## config.mk

```make
export PLATFORM = sky130hd
export DESIGN_NAME = apb_master_arb
export DESIGN_NICKNAME = d
export VERILOG_FILES = /design/src/rtl/apb_arb_pkg.sv /design/src/rtl/apb_master_arb_rr_arbiter.sv /design/src/rtl/apb_master_arb.sv
export SDC_FILE = /design/constraint.sdc
export NUM_CORES = 1
export LEC_CHECK = 0
export CORE_MARGIN = 10
export CORE_UTILIZATION = 34
export CTS_CLUSTER_DIAMETER = 120
export CTS_CLUSTER_SIZE = 40
export DETAILED_ROUTE_END_ITERATION = 10
export GPL_TIMING_DRIVEN = 0
export PLACE_DENSITY = 0.8
export SYNTH_ARGS = -nofsm -noshare
export SYNTH_HDL_FRONTEND = slang
export SYNTH_SLANG_ARGS = --single-unit
```

## constraint.sdc

```tcl
create_clock -name pclk -period 2.3 [get_ports pclk]
set_input_delay 0.345 -clock pclk [delete_from_list [all_inputs] [get_ports pclk]]
set_output_delay 0.345 -clock pclk [all_outputs]
set_load 0.03 [all_outputs]
```

## src/rtl/apb_arb_pkg.sv

```systemverilog
// apb_arb_pkg
// Shared types and helpers for the APB master arbiter.
//   apb_arb_state_e  : sequencer state (IDLE, SETUP, ACCESS)
//   APB_ARB_MAX_REQ  : largest supported requester count
//   APB_ARB_IDX_W    : width of a requester index (sized for APB_ARB_MAX_REQ)
//   idx_to_onehot()  : index -> one-hot mask of APB_ARB_MAX_REQ bits
package apb_arb_pkg;

    typedef enum logic [1:0] {
        IDLE   = 2'd0,
        SETUP  = 2'd1,
        ACCESS = 2'd2
    } apb_arb_state_e;

    localparam int APB_ARB_MAX_REQ = 8;
    localparam int APB_ARB_IDX_W   = $clog2(APB_ARB_MAX_REQ);

    function automatic logic [APB_ARB_MAX_REQ-1:0] idx_to_onehot(
        input logic [APB_ARB_IDX_W-1:0] idx
    );
        logic [APB_ARB_MAX_REQ-1:0] mask;
        mask      = '0;
        mask[idx] = 1'b1;
        return mask;
    endfunction

endpackage

```

## src/rtl/apb_master_arb_rr_arbiter.sv

```systemverilog
// rr_arbiter
// Round-robin one-hot arbiter with a registered priority pointer.
// The pointer names the highest-priority requester; it moves to the
// requester just after the winner whenever grant_en is high and at least
// one request is present. Reset puts requester 0 on top.
// Ports:
//   clk, rst        : clock, synchronous active-high reset
//   req [NREQ]      : request vector
//   grant_en        : this cycle is an arbitration cycle (commits the grant)
//   grant [NREQ]    : combinational one-hot winner (zero when no request)
//   grant_idx       : index of the winner
//   any             : at least one request present
module rr_arbiter
    import apb_arb_pkg::*;
#(
    parameter int NREQ = 4
) (
    input  logic                     clk,
    input  logic                     rst,
    input  logic [NREQ-1:0]          req,
    input  logic                     grant_en,
    output logic [NREQ-1:0]          grant,
    output logic [APB_ARB_IDX_W-1:0] grant_idx,
    output logic                     any
);

    logic [APB_ARB_IDX_W-1:0] r_ptr;
    logic [NREQ-1:0]          w_mask;
    logic [NREQ-1:0]          w_hi;
    logic [NREQ-1:0]          w_pick;

    // Requesters at or above the pointer are searched first; if none of
    // them is asking, the search wraps to the full vector.
    always_comb begin
        w_mask = '0;
        for (int i = 0; i < NREQ; i++) begin
            if (APB_ARB_IDX_W'(i) >= r_ptr) begin
                w_mask[i] = 1'b1;
            end
        end
    end

    assign w_hi   = req & w_mask;
    assign w_pick = (|w_hi) ? w_hi : req;
    // Isolate the lowest set bit of the chosen vector.
    assign grant  = w_pick & (~w_pick + NREQ'(1));
    assign any    = |req;

    always_comb begin
        grant_idx = '0;
        for (int i = 0; i < NREQ; i++) begin
            if (grant[i]) begin
                grant_idx = APB_ARB_IDX_W'(i);
            end
        end
    end

    always_ff @(posedge clk) begin
        if (rst) begin
            r_ptr <= '0;
        end else if (grant_en && any) begin
            r_ptr <= (grant_idx == APB_ARB_IDX_W'(NREQ - 1)) ? '0 : grant_idx + APB_ARB_IDX_W'(1);
        end
    end

endmodule

```

## src/rtl/apb_master_arb.sv

```systemverilog
// apb_master_arb
// Shares one APB slave port among NREQ local requesters. One request is
// accepted at a time (round-robin), driven through SETUP and ACCESS with
// wait states, and the result is returned to the issuing requester as a
// one-cycle registered pulse.
// Optional feature macro: APB_ARB_TIMEOUT_EN -- when defined, an ACCESS
// phase that sees TO_CYC cycles of pready=0 is force-completed with
// rsp_err=1 and rsp_rdata=0.
// Ports:
//   pclk, preset                 : clock, synchronous active-high reset
//   req_valid/write [NREQ]       : request strobe and direction per requester
//   req_addr [NREQ*AW]           : flattened addresses, slice [i*AW +: AW]
//   req_wdata [NREQ*DW]          : flattened write data, slice [i*DW +: DW]
//   req_ready [NREQ]             : combinational one-hot accept
//   rsp_valid [NREQ]             : one-hot response pulse
//   rsp_rdata, rsp_err           : response payload, valid with rsp_valid
//   psel/penable/pwrite/paddr/pwdata : APB master outputs (registered)
//   prdata/pready/pslverr        : APB slave inputs
//   dbg_state                    : current sequencer state (apb_arb_state_e)
// Handshake: a request transfers in the cycle where req_valid[i] and
// req_ready[i] are both high; fields must be held while valid waits.
module apb_master_arb
    import apb_arb_pkg::*;
#(
    parameter int NREQ   = 4,
    parameter int AW     = 6,
    parameter int DW     = 32,
    parameter int TO_CYC = 16
) (
    input  logic              pclk,
    input  logic              preset,
    input  logic [NREQ-1:0]   req_valid,
    input  logic [NREQ-1:0]   req_write,
    input  logic [NREQ*AW-1:0] req_addr,
    input  logic [NREQ*DW-1:0] req_wdata,
    output logic [NREQ-1:0]   req_ready,
    output logic [NREQ-1:0]   rsp_valid,
    output logic [DW-1:0]     rsp_rdata,
    output logic              rsp_err,
    output logic              psel,
    output logic              penable,
    output logic              pwrite,
    output logic [AW-1:0]     paddr,
    output logic [DW-1:0]     pwdata,
    input  logic [DW-1:0]     prdata,
    input  logic              pready,
    input  logic              pslverr,
    output logic [1:0]        dbg_state
);

    apb_arb_state_e           r_state;
    logic [APB_ARB_IDX_W-1:0] r_gidx;

    logic [NREQ-1:0]          w_grant;
    logic [APB_ARB_IDX_W-1:0] w_gidx;
    logic                     w_any;
    logic                     w_to;
    logic                     w_done;
    logic                     w_arb;
    logic                     w_grant_en;
    logic                     w_write;
    logic [AW-1:0]            w_addr;
    logic [DW-1:0]            w_wdata;

    // The completing ACCESS cycle doubles as an arbitration cycle so that
    // back-to-back transfers cost two cycles each.
    assign w_done     = (r_state == ACCESS) && (pready || w_to);
    assign w_arb      = (r_state == IDLE) || w_done;
    assign w_grant_en = w_arb && !preset;
    assign req_ready  = w_grant_en ? w_grant : '0;
    assign dbg_state  = r_state;

    rr_arbiter #(
        .NREQ (NREQ)
    ) u_rr (
        .clk       (pclk),
        .rst       (preset),
        .req       (req_valid),
        .grant_en  (w_grant_en),
        .grant     (w_grant),
        .grant_idx (w_gidx),
        .any       (w_any)
    );

    // Fields of the winning requester.
    always_comb begin
        w_write = 1'b0;
        w_addr  = '0;
        w_wdata = '0;
        for (int i = 0; i < NREQ; i++) begin
            if (w_grant[i]) begin
                w_write = req_write[i];
                w_addr  = req_addr[i*AW +: AW];
                w_wdata = req_wdata[i*DW +: DW];
            end
        end
    end

`ifdef APB_ARB_TIMEOUT_EN
    localparam int TO_W = $clog2(TO_CYC + 1);
    logic [TO_W-1:0] r_to_cnt;

    // Fires only while the slave is still stalling; a real pready wins.
    assign w_to = (r_state == ACCESS) && !pready && (r_to_cnt == TO_W'(TO_CYC));

    always_ff @(posedge pclk) begin
        if (preset || (r_state == SETUP)) begin
            r_to_cnt <= '0;
        end else if ((r_state == ACCESS) && !pready && !w_to) begin
            r_to_cnt <= r_to_cnt + TO_W'(1);
        end
    end
`else
    assign w_to = 1'b0;
`endif

    always_ff @(posedge pclk) begin
        if (preset) begin
            r_state   <= IDLE;
            r_gidx    <= '0;
            psel      <= 1'b0;
            penable   <= 1'b0;
            pwrite    <= 1'b0;
            paddr     <= '0;
            pwdata    <= '0;
            rsp_valid <= '0;
            rsp_rdata <= '0;
            rsp_err   <= 1'b0;
        end else begin
            rsp_valid <= '0;
            if (w_done) begin
                rsp_valid <= NREQ'(idx_to_onehot(r_gidx));
                rsp_err   <= w_to | pslverr;
                rsp_rdata <= (pwrite || w_to) ? '0 : prdata;
            end

            case (r_state)
                IDLE, ACCESS: begin
                    if (w_arb && w_any) begin
                        // New SETUP: psel stays (or goes) high, penable low.
                        r_state <= SETUP;
                        r_gidx  <= w_gidx;
                        psel    <= 1'b1;
                        penable <= 1'b0;
                        pwrite  <= w_write;
                        paddr   <= w_addr;
                        pwdata  <= w_wdata;
                    end else if (w_done) begin
                        // Address/data hold their last values in IDLE.
                        r_state <= IDLE;
                        psel    <= 1'b0;
                        penable <= 1'b0;
                    end
                end
                SETUP: begin
                    r_state <= ACCESS;
                    penable <= 1'b1;
                end
                default: begin
                    r_state <= IDLE;
                    psel    <= 1'b0;
                    penable <= 1'b0;
                end
            endcase
        end
    end

endmodule

```

Yosys cells after proc, flatten, opt, wreduce, memory -nomap -nowiden --
Cells that the tools add are included.
Word-level totals: register bits 86
Operators by class: reduce and logical (&&, ||, !) cells 14, bitwise logic cells 5, mux-type cells 33, add/subtract/negate cells 2, eq/ne operators 4, magnitude comparators 6
Operators by type and width (count):
- 32-bit two-way mux | 5
- 6-bit two-way mux | 4
- 1-bit two-way mux | 13
- 4-bit bitwise AND | 2
- 2-bit two-way mux | 4
- 4-bit two-way mux | 2
- 4-bit OR reduction | 2
- 1-bit by 3-bit >= comparator with 1-bit output, first input constant | 2
- 2-bit by 3-bit >= comparator with 1-bit output, first input constant | 2
- 1-bit logical AND | 5
- 4-bit by 1-bit adder with 4-bit output, second input constant | 1
- 2-bit == test, second input constant | 2
- 3-bit by 4-bit less-than comparator with 1-bit output, second input constant | 1
- 4-bit inverter | 1
- 1-bit one-hot mux with 2 select lines | 2
- 2-bit one-hot mux with 2 select lines | 1
- 2-bit AND reduction | 2
- 2-bit OR reduction | 2
- 2-bit by 1-bit adder with 3-bit output, second input constant | 1
- 1-bit demux with 3-bit select | 1
- 3-bit by 1-bit >= comparator with 1-bit output, second input constant | 1
- 3-bit two-way mux | 1
- 3-bit inequality test, second input constant | 1
- 2-bit by 1-bit == test with 1-bit output, second input constant | 1
- other kinds (4) | 5

Logic depth before layout (Yosys ltp) --
depth in word-level cells 13, depth in mapped cells 10, gate-level depth less buffers 8

By module --
Synthesis repeated with hierarchy kept, for this count alone.
Second synthesis, totals: cell total of the unflattened synthesis 525, area total of the unflattened synthesis 4501.8 µm²
By module, submodules not included:
- apb_master_arb | instances 1, area an instance 4237.8 µm², cells an instance 486
- rr_arbiter | instances 1, area an instance 264.0 µm², cells an instance 39

Least setup slack after synthesis --
No wires, ideal clock.
path kind register to output, from reg u_rr.r_ptr[0], to out req_ready[2], path buffers 2, path slack 0.371 ns, required time 1.955 ns, data arrival time 1.584 ns, cell stages (with the launch flop) 8, cell sequence dfxtp_1 > clkbuf_2 > nor2b_1 > o21bai_1 > a21boi_1 > buf_4 > inv_1 > nor2_1
Between the ends: word-level cells in the longest chain between the ends 9, elaborated cells on any way between the ends 15
RTL lines:
- start: declaration | line apb_master_arb_rr_arbiter.sv:27 | logic [APB_ARB_IDX_W-1:0] r_ptr;
- start signal: assignment | line apb_master_arb_rr_arbiter.sv:62 | r_ptr <= (grant_idx == APB_ARB_IDX_W'(NREQ - 1)) ? '0 : grant_idx + APB_ARB_IDX_W'(1);
- 1-bit by 3-bit >= comparator with 1-bit output / 2-bit by 3-bit >= comparator with 1-bit output (equally long branches) | line apb_master_arb_rr_arbiter.sv:37 | if (APB_ARB_IDX_W'(i) >= r_ptr) begin
- 1-bit two-way mux | line apb_master_arb_rr_arbiter.sv:37
- 4-bit bitwise AND * | line apb_master_arb_rr_arbiter.sv:43 | assign w_hi = req & w_mask;
- 4-bit OR reduction | line apb_master_arb_rr_arbiter.sv:44 | assign w_pick = (|w_hi) ? w_hi : req;
- 4-bit two-way mux * | line apb_master_arb_rr_arbiter.sv:44
- 4-bit inverter | line apb_master_arb_rr_arbiter.sv:46 | assign grant = w_pick & (~w_pick + NREQ'(1));
- 4-bit by 1-bit adder with 4-bit output | line apb_master_arb_rr_arbiter.sv:46
- 4-bit bitwise AND * | line apb_master_arb_rr_arbiter.sv:46
- 4-bit two-way mux * | line apb_master_arb.sv:70 | assign req_ready = w_grant_en ? w_grant : '0;
- end: declaration | line apb_master_arb.sv:36 | output logic [NREQ-1:0] req_ready,
Every way passes the cells marked *; elsewhere a longest branch is shown, timed or not.

Worst setup path in the final report --
from in pready, to out req_ready[3]
Between the ends: word-level cells in the longest chain between the ends 4
RTL lines:
- start: declaration | line apb_master_arb.sv:46 | input logic pready,
- 1-bit logical AND | line apb_master_arb.sv:67 | assign w_done = (r_state == ACCESS) && (pready || w_to);
- 1-bit logical OR | line apb_master_arb.sv:68 | assign w_arb = (r_state == IDLE) || w_done;
- 1-bit logical AND | line apb_master_arb.sv:69 | assign w_grant_en = w_arb && !preset;
- 4-bit two-way mux | line apb_master_arb.sv:70
No other way between the ends.

==> results.md <==
| Parameter | Value | Unit |
|---|---|---|
| Status | finished clean | - |
| Vias | 4522 | - |
| Leading cell types by total area after synthesis | sky130_fd_sc_hd__dfxtp_1 (44%), sky130_fd_sc_hd__a22o_1 (17%), sky130_fd_sc_hd__a211oi_1 (5.8%) | - |
| Combined area of the multi-input logic cells | 0.00192 | mm2 |
| Clock transition at the register clock pins on the worst setup and hold paths after CTS | 0.10 | ns |
| Gp weighted congestion | 0.859 | - |
| Distinct cell type count of the synthesized netlist | 37 | - |
| CP max FO | 5 | - |
| Via density per instance | 5.29 | - |
| Wire length per cell after detailed routing | 19.6 | um |
| Clock tree buffer depth | 2 | - |
| Wire length of the first global-routing pass | 26100 | um |
| Category of the worst setup path launch point | primary input | - |
| Post-layout minimum cycle time | 2.19 | ns |
| Data required time at the worst endpoint | 1.96 | ns |
| Largest area contributor in the netlist | sky130_fd_sc_hd__dfxtp_1 | - |
| Setup repair after global routing missed its margin | no | - |
| Worst-path cell chain | clkdlybuf4s50_1 > nor2b_1 > or3_1 > nor2_1 > clkdlybuf4s18_2 | - |
| Max Cap Violations | 0 | - |
| First-pass iteration count of the detailed router | 4 | - |
| Total of endpoints with negative setup slack in the final report | 0 | - |
| Clock Tree Root | sky130_fd_sc_hd__clkbuf_8 | - |
| Ys Warns | 0 | - |
| Count of pins over their slew limit | 0 | - |
| Post-synthesis area per instance | 9.03 | um2 |
| Antenna violations before repair | 1 | - |
| FF-to-FF Start | penable | - |
| Number of synthesized flops with an enable pin | 0 | - |
| Worst path max stage delay | 0.54 | ns |
| Worst Max-Slew Pin Slew | 0.553 | ns |
| Leakage component of the power | 2.59 | nW |
| Worst slew slack as a fraction of its limit | 63.1 | % |
| Crit. Startpoint | pready | - |
| FMAX | 0.457 | GHz |
| # rows | 38 | - |
| Die Y | 125 | um |
| Sequential standard cell area | 0.00166 | mm2 |
| CTS H-tree depth | 3 | - |
| Residual DRC count | 0 | - |
| Source-to-sink clock delay at the later pin of the worst-skew pair | 0.36 | ns |
| Crit path capture type | output pin | - |
| Data arrival time of the worst path | 1.84 | ns |
| Setup Crit Path Kind | primary input to output pin | - |
| Hold Crit Class | flop to flop | - |
| Synthesized instance count | 416 | - |
| Die ar. | 0.0157 | mm2 |
| Hold Path Origin | pwdata[2] | - |
| Setup TNS after final layout | 0 | ns |
| GRT Overall Usage | 20.4 | % |
| Final Skew | 0.0148 | ns |
| Post-detailed-placement half-perimeter wirelength | 13900 | um |
| Ratio of cells with drive above 1 in the final layout | 8.82 | % |
| Worst VDD drop | 329 | uV |
| Die W | 125 | um |
| Synth Cell Area | 0.00376 | mm2 |
| Final routed wirelength across all metal layers | 16800 | um |
| Cell with the largest stage delay on the worst path | sky130_fd_sc_hd__clkdlybuf4s50_1 | - |
| Residual overflow from global routing | 0 | - |
| Nets in the synthesized netlist | 613 | - |
| Final cycle utilization of the critical path | 95.2 | % |
| Number of DRC markers after the initial detailed-route iteration | 184 | - |
| Power Density | 615 | mW/mm2 |
| Synth-to-Final Area Change | 85.1 | % |
| Top-level port count | 280 | - |
| Count of nets left with antenna violations after detail routing | 0 | - |
| Number of hold-slack violations in the final timing report | 0 | - |
| Layout fillers | 905 | - |
| Smallest hold slack | 0.447 | ns |
| Proportion of synthesized flip-flops having asynchronous set or reset | 0 | % |
| Top FF cell, synth | sky130_fd_sc_hd__dfxtp_1 | - |
| Total number of clock tree sinks | 83 | - |
| Number of flip-flops and latches in the synthesized netlist | 83 | - |
| Total of buffers placed on input and output ports | 279 | - |
| Sequential area share after synthesis | 44.2 | % |
| Area share of the leading cell type in the synthesized netlist | 44.2 | % |
| Placeable core region | 0.0108 | mm2 |
| Clock buffers created by TritonCTS | 9 | - |
| Vias in the first global route | 4716 | - |
| TritonCTS clock tree | built | - |
| Maximum number of pins on one net before global-route repair | 18 | - |
| Layout net count | 906 | - |
| Starting Density | 34.7 | % |
==> registers in the layout (all words and copies together), names as in the netlist <==
register and count:
pwrite 1, rsp_valid 4, pwdata 32, paddr 6, rsp_err 1, penable 1
u_rr.r_ptr 2, r_gidx 2, psel 1, dbg_state 1, rsp_rdata 32
==> report_power, final <==
group	leakage [nW]	switching, mW	internal [mW]
Sequential	0.679	0.0731	1.57
Combinational	1.83	0.820	0.812
Clock	0.0840	0.592	0.407
Total	2.59	1.49	2.79
==> critical path, delay by kind of cell <==
kind / cells / cell delay (ns)
and+or+nand+nor: 3 / 0.64
buffers and inverters: 2 / 0.86
==> cells in the final DEF, fill, tap and decap left out, drive strengths merged <==
cell             n
a211oi          39
a21boi           1
a21oi            5
a22o            71
a311oi           2
a32o             1
and3             1
buf             26
clkbuf          28
clkdlybuf4s18    1
clkdlybuf4s50  271
clkinv           2
clkinvlp         3
dfxtp           83
diode            1
dlygate4sd2      4
ha               1
inv              6
mux2i            1
nand2           45
nand2b           1
nand4b           1
nor2            21
nor2b            4
nor3             2
nor3b            1
nor4             1
o211a            1
o211ai           1
o21ai           82
o21bai           2
o221a            1
o221ai           1
o22a             1
o2bb2ai          1
or3              2
==> cell type report <==
type / instances / area share [%]
antenna: 1 / 0.0360
buffer: 38 / 2.84
clock buffer: 9 / 1.78
clock inverter: 7 / 0.863
inverter: 4 / 0.216
multi-input combinational: 290 / 27.5
sequential: 83 / 23.9
tap: 140 / 2.52
timing repair buffer: 283 / 40.3
==> cell families after synthesis <==
kind of cell	after synthesis	synth area share (%)
AO/OA/AOI/OAI	209	40.3
adder cells (fa/ha/maj)	1	0.333
buffers and inverters	43	5.53
flip-flops	83	44.2
multiplexers	1	0.266
AND/OR/NAND/NOR	79	9.32
==> cells in the mapped netlist (2+ instances only) <==
cell                        n
sky130_fd_sc_hd__nor2_1    21
sky130_fd_sc_hd__or3_1      2
sky130_fd_sc_hd__o21bai_1   2
sky130_fd_sc_hd__o21ai_1   40
sky130_fd_sc_hd__a21oi_1    4
sky130_fd_sc_hd__clkbuf_1  18
sky130_fd_sc_hd__buf_2     15
sky130_fd_sc_hd__buf_4      3
sky130_fd_sc_hd__dfxtp_1   83
sky130_fd_sc_hd__buf_6      2
sky130_fd_sc_hd__o21ai_0   42
sky130_fd_sc_hd__nor2b_1    4
sky130_fd_sc_hd__nand2_1   45
sky130_fd_sc_hd__a211oi_2  10
sky130_fd_sc_hd__a22o_1    71
sky130_fd_sc_hd__inv_1      4
sky130_fd_sc_hd__a211oi_1  29
sky130_fd_sc_hd__a311oi_1   2
==> worst paths after layout <==
| check | end | cells after the start | slack [ns] |
|---|---|---|---|
| setup reg to reg | pwdata[7] | 6 | 0.26 |
| hold reg to reg | pwdata[2] | 2 | 0.45 |
| hold / removal | pwdata[2] | 2 | 0.45 |
| setup / recovery | req_ready[3] | 5 | 0.11 |
==> through the flow <==
| stage | util (%) | power, mW | setup WS (ns) | instance area (um2) | cells |
|---|---|---|---|---|---|
| global placement | 62.0 | 3.26 | -0.707 | 6730 | 835 |
| detailed placement | 62.0 | 3.29 | -0.753 | 6730 | 835 |
| finish | 64.2 | 4.28 | 0.111 | 6960 | 855 |
| floorplan | - | 2.50 | 0.371 | 3760 | 416 |
| CTS | 63.9 | 4.30 | 0.0182 | 6930 | 851 |
| global route | 64.2 | 4.49 | 0.0106 | 6960 | 855 |
==> what timing repair did <==
| action | CTS | global route |
|---|---|---|
| gates resized for setup | 27 | 5 |
| pin swaps | 1 | 1 |
| setup buffers | 1 | 3 |
| hold buffers | 0 | 0 |
| setup endpoints to repair | 4 | 4 |
==> per-layer routing <==
layer	vias up	wire (um)	GRT usage, %
li1	2149	-	-
met1	2107	6580	22.2
met2	238	8070	35.1
met3	28	1680	8.03
met4	0	427	7.45
met5	-	0	0
Note: power is estimated with default switching activity, not from simulation.
